File: src/rtl/miner_pkg.sv
// Shared types and constants for the message word assembler.
// The lane helper maps a byte position inside a word to its 8-bit lane.
package miner_pkg;

  localparam int BYTE_W = 8;
  localparam int WORD_W = 32;

  typedef enum logic {
    COLLECT = 1'b0,
    HOLD    = 1'b1
  } state_t;

  // msb_first = 1 puts byte 0 in lane 3 (bits [31:24]); otherwise in lane 0.
  function automatic logic [1:0] byte_lane(input logic [1:0] pos, input bit msb_first);
    return msb_first ? ~pos : pos;
  endfunction

endpackage

File: src/rtl/msg_word_assembler_if.sv
// Byte-in / word-out handshake bundle of the message word assembler.
// The upstream/downstream side uses master, the assembler uses slave.
interface msg_word_assembler_if #(
  parameter int WORDS_PER_BLOCK = 16
) ();

  localparam int IDX_W = $clog2(WORDS_PER_BLOCK);

  logic [miner_pkg::BYTE_W-1:0] byte_in;
  logic                         byte_valid;
  logic                         byte_ready;
  logic                         clear;
  logic [miner_pkg::WORD_W-1:0] word_out;
  logic                         word_valid;
  logic                         word_ready;
  logic [IDX_W-1:0]             word_index;
  logic                         block_last;
  logic                         overrun;

  modport master (
    output byte_in, byte_valid, clear, word_ready,
    input  byte_ready, word_out, word_valid, word_index, block_last, overrun
  );

  modport slave (
    input  byte_in, byte_valid, clear, word_ready,
    output byte_ready, word_out, word_valid, word_index, block_last, overrun
  );

endinterface

File: src/rtl/flex_counter.sv
// Up counter that wraps to zero after ROLLOVER, with synchronous clear
// (priority over enable) and asynchronous active-high reset.
module flex_counter #(
  parameter int               WIDTH    = 2,
  parameter logic [WIDTH-1:0] ROLLOVER = '1
) (
  input  logic             clk,
  input  logic             rst,
  input  logic             clear,
  input  logic             enable,
  output logic [WIDTH-1:0] count
);

  // NOTE: sequential state uses non-blocking assignments so every flop
  // samples pre-edge values regardless of process evaluation order.
  always_ff @(posedge clk or posedge rst) begin
    if (rst) begin
      count <= '0;
    end else if (clear) begin
      count <= '0;
    end else if (enable) begin
      count <= (count == ROLLOVER) ? '0 : count + WIDTH'(1);
    end
  end

endmodule

File: src/rtl/msg_word_assembler.sv
// Packs a byte stream into 32-bit words with a one-word output register,
// per-block word index, block_last marker and a sticky overrun flag.
module msg_word_assembler
  import miner_pkg::*;
#(
  parameter int WORDS_PER_BLOCK = 16,
  parameter bit FIRST_BYTE_MSB  = 1'b1
) (
  input logic                clk,
  input logic                rst,
  msg_word_assembler_if.slave bus
);

  localparam int IDX_W = $clog2(WORDS_PER_BLOCK);
  localparam logic [IDX_W-1:0] LAST_IDX = IDX_W'(WORDS_PER_BLOCK - 1);

  state_t            state, state_nx;
  logic [1:0]        byte_cnt;
  logic [IDX_W-1:0]  word_cnt;
  logic [WORD_W-1:0] acc;
  logic [WORD_W-1:0] next_word;
  logic [1:0]        lane;
  logic              byte_full, accept, load, handshake;

  assign bus.word_valid = (state == HOLD);
  assign byte_full      = (byte_cnt == 2'd3);
  assign handshake      = bus.word_valid && bus.word_ready;
  // Only the word-completing byte has to wait for room in the output register.
  assign bus.byte_ready = !(byte_full && bus.word_valid && !bus.word_ready);
  assign accept         = bus.byte_valid && bus.byte_ready && !bus.clear;
  assign load           = accept && byte_full;
  assign lane           = byte_lane(byte_cnt, FIRST_BYTE_MSB);

  // NOTE: every signal written in always_comb gets a default first, so no
  // path leaves it unassigned and no latch is inferred.
  always_comb begin
    next_word = acc;
    next_word[{lane, 3'b000} +: BYTE_W] = bus.byte_in;
  end

  flex_counter #(.WIDTH(2), .ROLLOVER(2'd3)) u_byte_cnt (
    .clk    (clk),
    .rst    (rst),
    .clear  (bus.clear),
    .enable (accept),
    .count  (byte_cnt)
  );

  flex_counter #(.WIDTH(IDX_W), .ROLLOVER(LAST_IDX)) u_word_cnt (
    .clk    (clk),
    .rst    (rst),
    .clear  (bus.clear),
    .enable (load),
    .count  (word_cnt)
  );

  always_ff @(posedge clk or posedge rst) begin
    if (rst) begin
      acc <= '0;
    end else if (bus.clear) begin
      acc <= '0;
    end else if (accept) begin
      acc <= next_word;
    end
  end

  // Output register only moves on a load, so it holds steady under backpressure.
  always_ff @(posedge clk or posedge rst) begin
    if (rst) begin
      bus.word_out   <= '0;
      bus.word_index <= '0;
      bus.block_last <= 1'b0;
    end else if (load) begin
      bus.word_out   <= next_word;
      bus.word_index <= word_cnt;
      bus.block_last <= (word_cnt == LAST_IDX);
    end
  end

  always_ff @(posedge clk or posedge rst) begin
    if (rst) begin
      bus.overrun <= 1'b0;
    end else if (bus.clear) begin
      bus.overrun <= 1'b0;
    end else if (bus.byte_valid && !bus.byte_ready) begin
      bus.overrun <= 1'b1;
    end
  end

  always_ff @(posedge clk or posedge rst) begin
    if (rst) begin
      state <= COLLECT;
    end else begin
      state <= state_nx;
    end
  end

  always_comb begin
    state_nx = state;
    if (bus.clear) begin
      state_nx = COLLECT;
    end else begin
      unique case (state)
        COLLECT: if (load) state_nx = HOLD;
        HOLD:    if (handshake && !load) state_nx = COLLECT;
        default: state_nx = COLLECT;
      endcase
    end
  end

endmodule

File: src/flat_wrapper.sv
// flat-port wrapper written by rule: the top's interface ports become plain ports
module msg_word_assembler_flat import miner_pkg::*;
#(
  parameter int WORDS_PER_BLOCK = 16,
  parameter bit FIRST_BYTE_MSB  = 1'b1
)
  (clk, rst, bus_byte_in, bus_byte_valid, bus_clear, bus_word_ready, bus_byte_ready, bus_word_out, bus_word_valid, bus_word_index, bus_block_last, bus_overrun);
  msg_word_assembler_if #(.WORDS_PER_BLOCK(WORDS_PER_BLOCK)) bus_i ();
  input logic clk;
  input logic rst;
  input wire logic [$bits(bus_i.byte_in)-1:0] bus_byte_in;
  input wire logic [$bits(bus_i.byte_valid)-1:0] bus_byte_valid;
  input wire logic [$bits(bus_i.clear)-1:0] bus_clear;
  input wire logic [$bits(bus_i.word_ready)-1:0] bus_word_ready;
  output wire logic [$bits(bus_i.byte_ready)-1:0] bus_byte_ready;
  output wire logic [$bits(bus_i.word_out)-1:0] bus_word_out;
  output wire logic [$bits(bus_i.word_valid)-1:0] bus_word_valid;
  output wire logic [$bits(bus_i.word_index)-1:0] bus_word_index;
  output wire logic [$bits(bus_i.block_last)-1:0] bus_block_last;
  output wire logic [$bits(bus_i.overrun)-1:0] bus_overrun;
  assign bus_i.byte_in = bus_byte_in;
  assign bus_i.byte_valid = bus_byte_valid;
  assign bus_i.clear = bus_clear;
  assign bus_i.word_ready = bus_word_ready;
  assign bus_byte_ready = bus_i.byte_ready;
  assign bus_word_out = bus_i.word_out;
  assign bus_word_valid = bus_i.word_valid;
  assign bus_word_index = bus_i.word_index;
  assign bus_block_last = bus_i.block_last;
  assign bus_overrun = bus_i.overrun;
  msg_word_assembler #(.WORDS_PER_BLOCK(WORDS_PER_BLOCK), .FIRST_BYTE_MSB(FIRST_BYTE_MSB)) u_core (.clk(clk), .rst(rst), .bus(bus_i));
endmodule
File: config.mk
export PLATFORM = sky130hd
export DESIGN_NAME = msg_word_assembler_flat
export DESIGN_NICKNAME = d
export VERILOG_FILES = /design/src/rtl/miner_pkg.sv /design/src/rtl/msg_word_assembler_if.sv /design/src/rtl/flex_counter.sv /design/src/rtl/msg_word_assembler.sv /design/src/flat_wrapper.sv
export SDC_FILE = /design/constraint.sdc
export NUM_CORES = 1
export LEC_CHECK = 0
export ABC_AREA = 1
export BUFFER_PORTS_ARGS = -buffer_cell sky130_fd_sc_hd__buf_2
export CORE_ASPECT_RATIO = 1.75
export CORE_MARGIN = 2
export CORE_UTILIZATION = 50
export DETAILED_ROUTE_END_ITERATION = 8
export PLACE_DENSITY = 0.72
export REMOVE_ABC_BUFFERS = 1
export SLEW_MARGIN = 20
export SYNTH_ARGS = -nofsm -noshare
export SYNTH_HDL_FRONTEND = slang
export SYNTH_SLANG_ARGS = --single-unit
File: constraint.sdc
create_clock -name clk -period 2.9 [get_ports clk]
set_clock_uncertainty 0.2 [all_clocks]
set_input_delay 0.435 -clock clk [delete_from_list [all_inputs] [get_ports clk]]
set_output_delay 0.435 -clock clk [all_outputs]
set_load 0.02 [all_outputs]
==> summary.txt, run 1 <==
Logic synthesis
  – Primary FF master, synth: dfrtp_1
  – Yosys top cell area share: ~53%
  – Synth unique cells: 24
  – Synth Instances: roughly 390
  – Post-synthesis cell area: 3233 sq um
  – Synth area leaders: dfrtp_1 53%, nand2_1 23%, nand3_1 5.7%, o21ai_0 2.9%, buf_6 2.4%
  – Seq cells post-synth: slightly below 70
  – Fraction of registers with async set/reset: between 90% and 100%
  – Yosys top cell by area: dfrtp_1
  – Number of enable flip-flop cells after synthesis: 0
  – Synth top cells by count: 195 x nand2_1, 69 x dfrtp_1, 37 x nand3_1
  – YS warnings: 0
  – Sequential share of the synthesized area: 53.41%
  – Syn_area_per_cell: approximately 8.2 sq um
  – Dominant cell by count in the synthesized netlist: nand2_1

Power and ir drop
  – Clock power frac: between 30% and 40%
  – Sw power: between 500 and 600 uW
  – VDD IR max: between 0.0003 and 0.0004 V
  – P_leak: between 2 and 2.5 nW
  – Comb pwr share: between 10% and 20%
  – Overall power: approximately 2.0 mW
  – Flop pwr share: about half
  – Sw Share: about 27%
  – PD cells: between 500 and 600 nW/um^2
  – Internal power: 1.431 mW

GRT
  – Largest net degree at the start of global routing: 48
  – Most Crowded Layer GR: met2
  – Met3 usage: roughly 4.1%
  – M2 GR Usage: approximately 37%
  – Initial antenna violation count: 0
  – GRT Total Usage: approximately 22%
  – Grt met1 use: between 20% and 30%
  – First-pass GRT wire length: ~12000 um
  – Grt total ovfl: 0
  – Number of global-route vias before repair: ~2500

Placement
  – GP Congestion: ~0.79
  – IO Port Bufs: 52
  – Hpwl dp: around 4800 um
  – Dpl ws: 886.6 ps
  – Area after DPL: 3476 sq um

Setup path
  – CP Launch Type: flip-flop
  – Crit Path Class: flip-flop to primary output
  – Crit path max-delay family: flip-flops
  – CP max FO: 5
  – Worst r2r path cells: 6
  – CP endpoint: bus_byte_ready
  – Worst-path cell with the longest stage delay: dfrtp_1
  – Biggest cell delay along the critical path: around 430 ps
  – CP cell instances: ha_1, nand3_2, buf_2
  – Buf/Inv on CP: 1
  – Arrival @ worst endpoint: around 1500 ps
  – Beginning of the critical path: u_core.u_byte_cnt.count[0]
  – Reg-to-Reg Start: u_core.u_byte_cnt.count[0]
  – Logic depth of the worst path, buffers included: 3
  – CP Data Required Time: roughly 2300 ps
  – Flop-to-flop setup slack: roughly 860 ps
  – R2r endpoint: u_core.bus.word_out[4]
  – Setup crit end kind: primary output

Cells and area
  – ANT cells: 0
  – Design area: 3661 sq um
  – Fin nets: roughly 460
  – Layout area overhead: 13.24%
  – Layout cells sized above 1: a little under a fifth

Timing
  – Fmax: about 480 MHz
  – Rel. slew slack: between 40 and 50%
  – Slew Limit Fails: 0
  – Minimum clock period: between 2000 and 2500 ps
  – Unrepaired setup endpoints after global routing: no
  – Setup TNS: 0 ps
  – # setup viols final: 0
  – Final Hold Fails: 0
  – Setup ws final: 812.3 ps
  – Final worst-path cycle share: 71.99%
  – Hold Slack: 16.07 ps
  – Slew of the pin with the lowest slew margin: around 790 ps

Clock tree
  – Clk buf depth: 2
  – Clock Pin Slew Worst Setup and Hold Paths: ~70 ps
  – Clock sink count: between 60 and 70
  – CTS Buf Count: 9
  – CTS tree: yes
  – Post-CTS Setup Repair Bufs: 0
  – H-tree depth: 3
  – Hold-fix buffers, CTS: 0
  – Clock Latency Late Sink: around 350 ps
  – CTS root buffer: clkbuf_8
  – # resized after CTS: 0

Route
  – DRC: 0
  – Via density per instance: 5.135
  – DRT iter0 DRCs: roughly 160
  – Post-route ant nets: 0
  – Drt pass-1 iters: 4
  – Total number of vias: between 2000 and 3000
  – Routed len/inst: 13.70 um
  – Routed WL: approximately 7200 um

Die
  – Initial Utilization: between 50% and 60%
  – Row count: 38
  – IO Pins: 53
  – Core area: a little over 6000 sq um
  – Die Wd: 64.79 um
  – Die span in y: between 100 and 150 um
  – DIE AREA: approximately 7200 sq um

Job
  – Max Cap Viol: 0

Run status
  – Outcome: finished clean

Hold path
  – Hold crit path type: input pin to async pin
[power by group through the flow]
stage                     Sequential (mW)  Combinational (mW)  Clock [mW]
after global placement               1.03               0.218           0
final                                1.02               0.220       0.730
after CTS                            1.02               0.224       0.751
after detailed placement             1.04               0.223           0
after global routing                 1.02               0.249       0.777
after floorplan                      1.06               0.113           0
[how the worst min path moves through the flow]
stage	slack, ps	start	to
2_1_floorplan	280	u_core.acc[16]	u_core.acc[16]
3_3_place_gp	260	u_core.bus.word_out[25]	u_core.bus.word_out[25]
3_5_place_dp	260	u_core.bus.word_out[10]	u_core.bus.word_out[10]
4_1_cts	40	rst	u_core.bus.word_index[1]
5_1_grt	110	rst	u_core.u_word_cnt.count[2]
6_report	20	rst	u_core.bus.word_index[1]
[sequential cells by signal, summed over array words and instances (netlist names)]
register and cells:
u_core.acc 24, u_core.bus.block_last 1, u_core.bus.overrun 1, u_core.bus.word_index 4, u_core.bus.word_out 32, u_core.bus.word_valid 1
u_core.u_byte_cnt.count 2, u_core.u_word_cnt.count 4
[routing by layer]
metal	wire length, um	vias up
met5	0	-
met4	160	0
met3	395	12
met2	3765	91
met1	2860	1253
li1	-	1335
[stage by stage]
stage,utilization (%),std cells
finish,58.78,524
global route,58.78,524
CTS,58.78,524
detailed placement,55.81,509
global placement,55.81,509
floorplan,-,374
[cell type report]
type	count	area [sq um]
Sequential cell	69	1727
Clock buffer	12	165.2
Tap cell	80	100.1
Clock inverter	3	20.02
Multi-Input combinational cell	283	1271
Inverter	22	82.58
Fill cell	589	2567
Timing Repair Buffer	55	295.3
[cell families (layout without fill, tap and decap cells)]
group | count (synthesis) | count (layout) | synth area share [%]
DFF | 69 | 69 | 53.41
adders and majority gates | 5 | 5 | 1.935
buffers and inverters | 41 | 92 | 7.275
and+or+nand+nor | 247 | 247 | 32.28
AOI/OAI and AO/OA | 31 | 31 | 5.108
[cell usage in the layout, fill, tap and decap left out]
cell,instances
nor2_8,1
nand4_1,2
o21ai_0,19
o21ai_1,3
clkinvlp_4,2
nor3_1,1
clkinv_2,1
nor3b_1,1
ha_1,5
o22ai_1,8
nor3_4,1
inv_2,4
nor2_2,1
clkbuf_8,12
nor2_1,4
nand3_1,37
buf_12,1
buf_2,52
dfrtp_1,69
nand2_1,195
nand3_2,2
nand4_2,1
a21oi_1,1
nand2_4,1
inv_1,18
buf_4,2
Note: power is estimated with default switching activity, not from simulation.
==> inputs of run 2 (changes only) <==
Settings changed: ABC_AREA 1 to 0, PLACE_DENSITY 0.72 to 0.75.
Clock period 2.9 ns to 1.72 ns, I/O delays scaled along.
==> summary.txt, run 2 <==
Logic synthesis
  – Seq cells post-synth: 69 (unchanged)
  – Syn_area_per_cell: 13.46 sq um (+64%)
  – YS warnings: 0 (unchanged)
  – Number of enable flip-flop cells after synthesis: 0 (unchanged)
  – Yosys top cell area share: 55.31% (+1.9 points)
  – Synth Instances: 232 (-41%)
  – Primary FF master, synth: dfrtp_1
  – Synth area leaders: dfrtp_1 55%, a22o_1 16%, mux2_1 10%, ha_1 2.0%, buf_6 1.8%
  – Synth top cells by count: 69 x dfrtp_1, 56 x a22o_1, 28 x mux2_1
  – Post-synthesis cell area: 3122 sq um (-3.4%)
  – Yosys top cell by area: dfrtp_1
  – Sequential share of the synthesized area: 55.31% (+1.9 points)
  – Dominant cell by count in the synthesized netlist: dfrtp_1
  – Synth unique cells: 38 (+58%)
  – Fraction of registers with async set/reset: 100.0% (unchanged)

Placement
  – Hpwl dp: 4599 um (-5.2%)
  – Area after DPL: 3550 sq um (+2.1%)
  – IO Port Bufs: 52 (unchanged)
  – GP Congestion: 0.7946 (+1.2%)
  – Dpl ws: -346.8 ps (-1233 ps)
  – Placed cells: 367 (-28%)

Die
  – Die Wd: 63.73 um (-1.6%)
  – Core area: 6133 sq um (-1.5%)
  – Die span in y: 108.5 um (-1.7%)
  – IO Pins: 53 (unchanged)
  – Initial Utilization: 50.90% (-1.0 points)
  – Row count: 38 (unchanged)
  – DIE AREA: 6917 sq um (-3.3%)

Timing
  – Rel. slew slack: 70.15% (+23 points)
  – Slew Limit Fails: 0 (unchanged)
  – Unrepaired setup endpoints after global routing: yes
  – Setup ws final: -233.0 ps (-1045 ps)
  – Slew of the pin with the lowest slew margin: 446.8 ps (-340.5 ps)
  – Final Hold Fails: 0 (unchanged)
  – Setup TNS: -11400 ps (-11400 ps)
  – # setup viols final: 66 (+66)
  – Final worst-path cycle share: 113.5%
  – Minimum clock period: 1953 ps
  – Fmax: approximately 500 MHz
  – Hold Slack: 52.60 ps (+36.53 ps)

Setup path
  – Logic depth of the worst path, buffers included: 5 (+2)
  – CP Launch Type: flip-flop
  – Flop-to-flop setup slack: -220 ps (-1080 ps)
  – CP Data Required Time: 1260 ps (-1010 ps)
  – Crit path max-delay family: flip-flops
  – Biggest cell delay along the critical path: 430 ps (about the same)
  – CP cell instances: ha_2, and3b_2, inv_4, buf_6, buf_6
  – Beginning of the critical path: u_core.u_byte_cnt.count[0]
  – Crit Path Class: flip-flop to primary output
  – Worst-path cell with the longest stage delay: dfrtp_1
  – Crit-path most repeated cell: buf_6
  – CP max FO: 4 (-1)
  – Reg-to-Reg Start: u_core.u_byte_cnt.count[1]
  – Setup crit end kind: primary output
  – Arrival @ worst endpoint: 1490 ps (+40 ps)
  – R2r endpoint: u_core.bus.word_out[16]
  – CP endpoint: bus_byte_ready
  – Worst r2r path cells: 6 (unchanged)
  – Buf/Inv on CP: 3 (+2)

Route
  – DR WL met2: 3947 um (+4.8%)
  – Total number of vias: 2283 (-15%)
  – DRT iter0 DRCs: 124 (-20%)
  – Drt pass-1 iters: 4 (unchanged)
  – Post-route ant nets: 0 (unchanged)
  – DRC: 0 (unchanged)
  – Routed WL: 7407 um (+3.1%)
  – Via density per instance: 5.794 (+13%)
  – Top layer in use: met4
  – Routed wl met3: 314 um (-21%)
  – Routed len/inst: 18.80 um (+37%)
  – WL met1: 2995 um (+4.7%)

Cells and area
  – Fillers: 445 (-24%)
  – Fin nets: 328 (-28%)
  – Layout cells sized above 1: 47.13% (+29 points)
  – Most frequent cells in the layout: 69 x dfrtp_1, 56 x a22o_1, 51 x buf_2
  – Post-layout util: 67.10% (+8.3 points)
  – Max FFs per register: 32 (unchanged)
  – Biggest register: u_core.bus.word_out
  – Final non-filler cell total: 394 (-25%)
  – Design area: 4115 sq um (+12%)
  – ANT cells: 0 (unchanged)
  – Layout area overhead: 31.82%
  – Biggest regs: u_core.bus.word_out x32, u_core.acc x24
  – Commonest non-fill, non-tap cell in the layout: dfrtp_1

Power and ir drop
  – P_leak: 2.145 nW (+2.3%)
  – VDD IR max: 0.0006268 V (+68%)
  – PD cells: 803.9 nW/um^2 (+50%)
  – Overall power: 3.308 mW (+68%)

Clock tree
  – Clk buf depth: 2 (unchanged)
  – H-tree depth: 3 (unchanged)
  – CTS root buffer: clkbuf_8
  – Clock sink count: 69 (unchanged)
  – CTS tree: yes
  – Clock Latency Late Sink: 350 ps (about the same)
  – CTS Buf Count: 9 (unchanged)
  – Clock Pin Slew Worst Setup and Hold Paths: 70 ps (about the same)

Run status
  – Failing checks: setup timing
  – Outcome: complete, but fails checks

Job
  – Max Cap Viol: 0 (unchanged)

GRT
  – First-pass GRT wire length: 11910 um (+0.35%)
  – Initial antenna violation count: 0 (unchanged)
  – GRT Total Usage: 23.22% (+1.1 points)
  – Largest net degree at the start of global routing: 70 (+46%)
  – Number of global-route vias before repair: 2305 (-6.5%)
  – Grt total ovfl: 0 (unchanged)

Hold path
  – Hold crit path type: input pin to flip-flop
==> run 2: changes by cell type after synthesis, sizes merged, moves of 13 or more <==
| cell | previous run | this run |
|---|---|---|
| a22o | 0 | 56 |
| mux2 | 0 | 29 |
| inv | 22 | 9 |
| o21ai | 22 | 4 |
| nand2 | 196 | 1 |
| nand3 | 39 | 5 |
==> run 2: cell type report <==
type	count	area, sq um	area share, %
inverter	9	43.79	1.064
sequential	69	1727	41.96
clock buffer	11	141.4	3.436
multi-input combinational	135	1423	34.57
clock inverter	4	25.02	0.6081
tap	80	100.1	2.432
timing repair buffer	86	655.6	15.93
==> run 2: worst min-delay path by stage <==
stage / start / endpoint / slack (ps) / depth (start not counted)
2_1_floorplan: bus_clear / u_core.u_byte_cnt.count[0] / 120 / 1
3_3_place_gp: rst / u_core.bus.word_out[5] / 150 / 3
3_5_place_dp: rst / u_core.bus.word_out[5] / 160 / 3
4_1_cts: bus_byte_in[1] / u_core.bus.word_out[1] / 50 / 2
5_1_grt: bus_byte_in[3] / u_core.bus.word_out[3] / 70 / 2
6_report: bus_byte_in[1] / u_core.bus.word_out[1] / 50 / 2
==> run 2: cells by family (layout without fill, tap and decap cells) <==
family,count (synthesis),in the layout,synth area share [%]
DFF,69,69,55.31
and+or+nand+nor,26,28,6.973
buffers and inverters,30,110,5.491
muxes,30,30,10.78
AOI/OAI and AO/OA,72,72,19.44
adders and majority gates,5,5,2.004
==> run 2: power breakdown <==
part           switching, mW  total, mW  internal, mW
clock                  0.591       1.14         0.549
sequential            0.0311       1.70          1.67
combinational          0.256      0.463         0.207
==> run 2: layer usage <==
metal / vias to the layer above / track usage, %
li1: 1033 / -
met1: 1170 / 27.45
met5: - / 0
met2: 67 / 39.55
met3: 13 / 5.619
met4: 0 / 10.87
==> run 2: repair_timing <==
action                                  4_1_cts  5_1_grt
gates resized for setup                      60        4
gates cloned                                  3        1
pin swaps                                    28       12
endpoints found under the setup margin       63       66
endpoints found under the hold margin        69        0
buffers inserted                              8        0
hold buffers                                  1        0
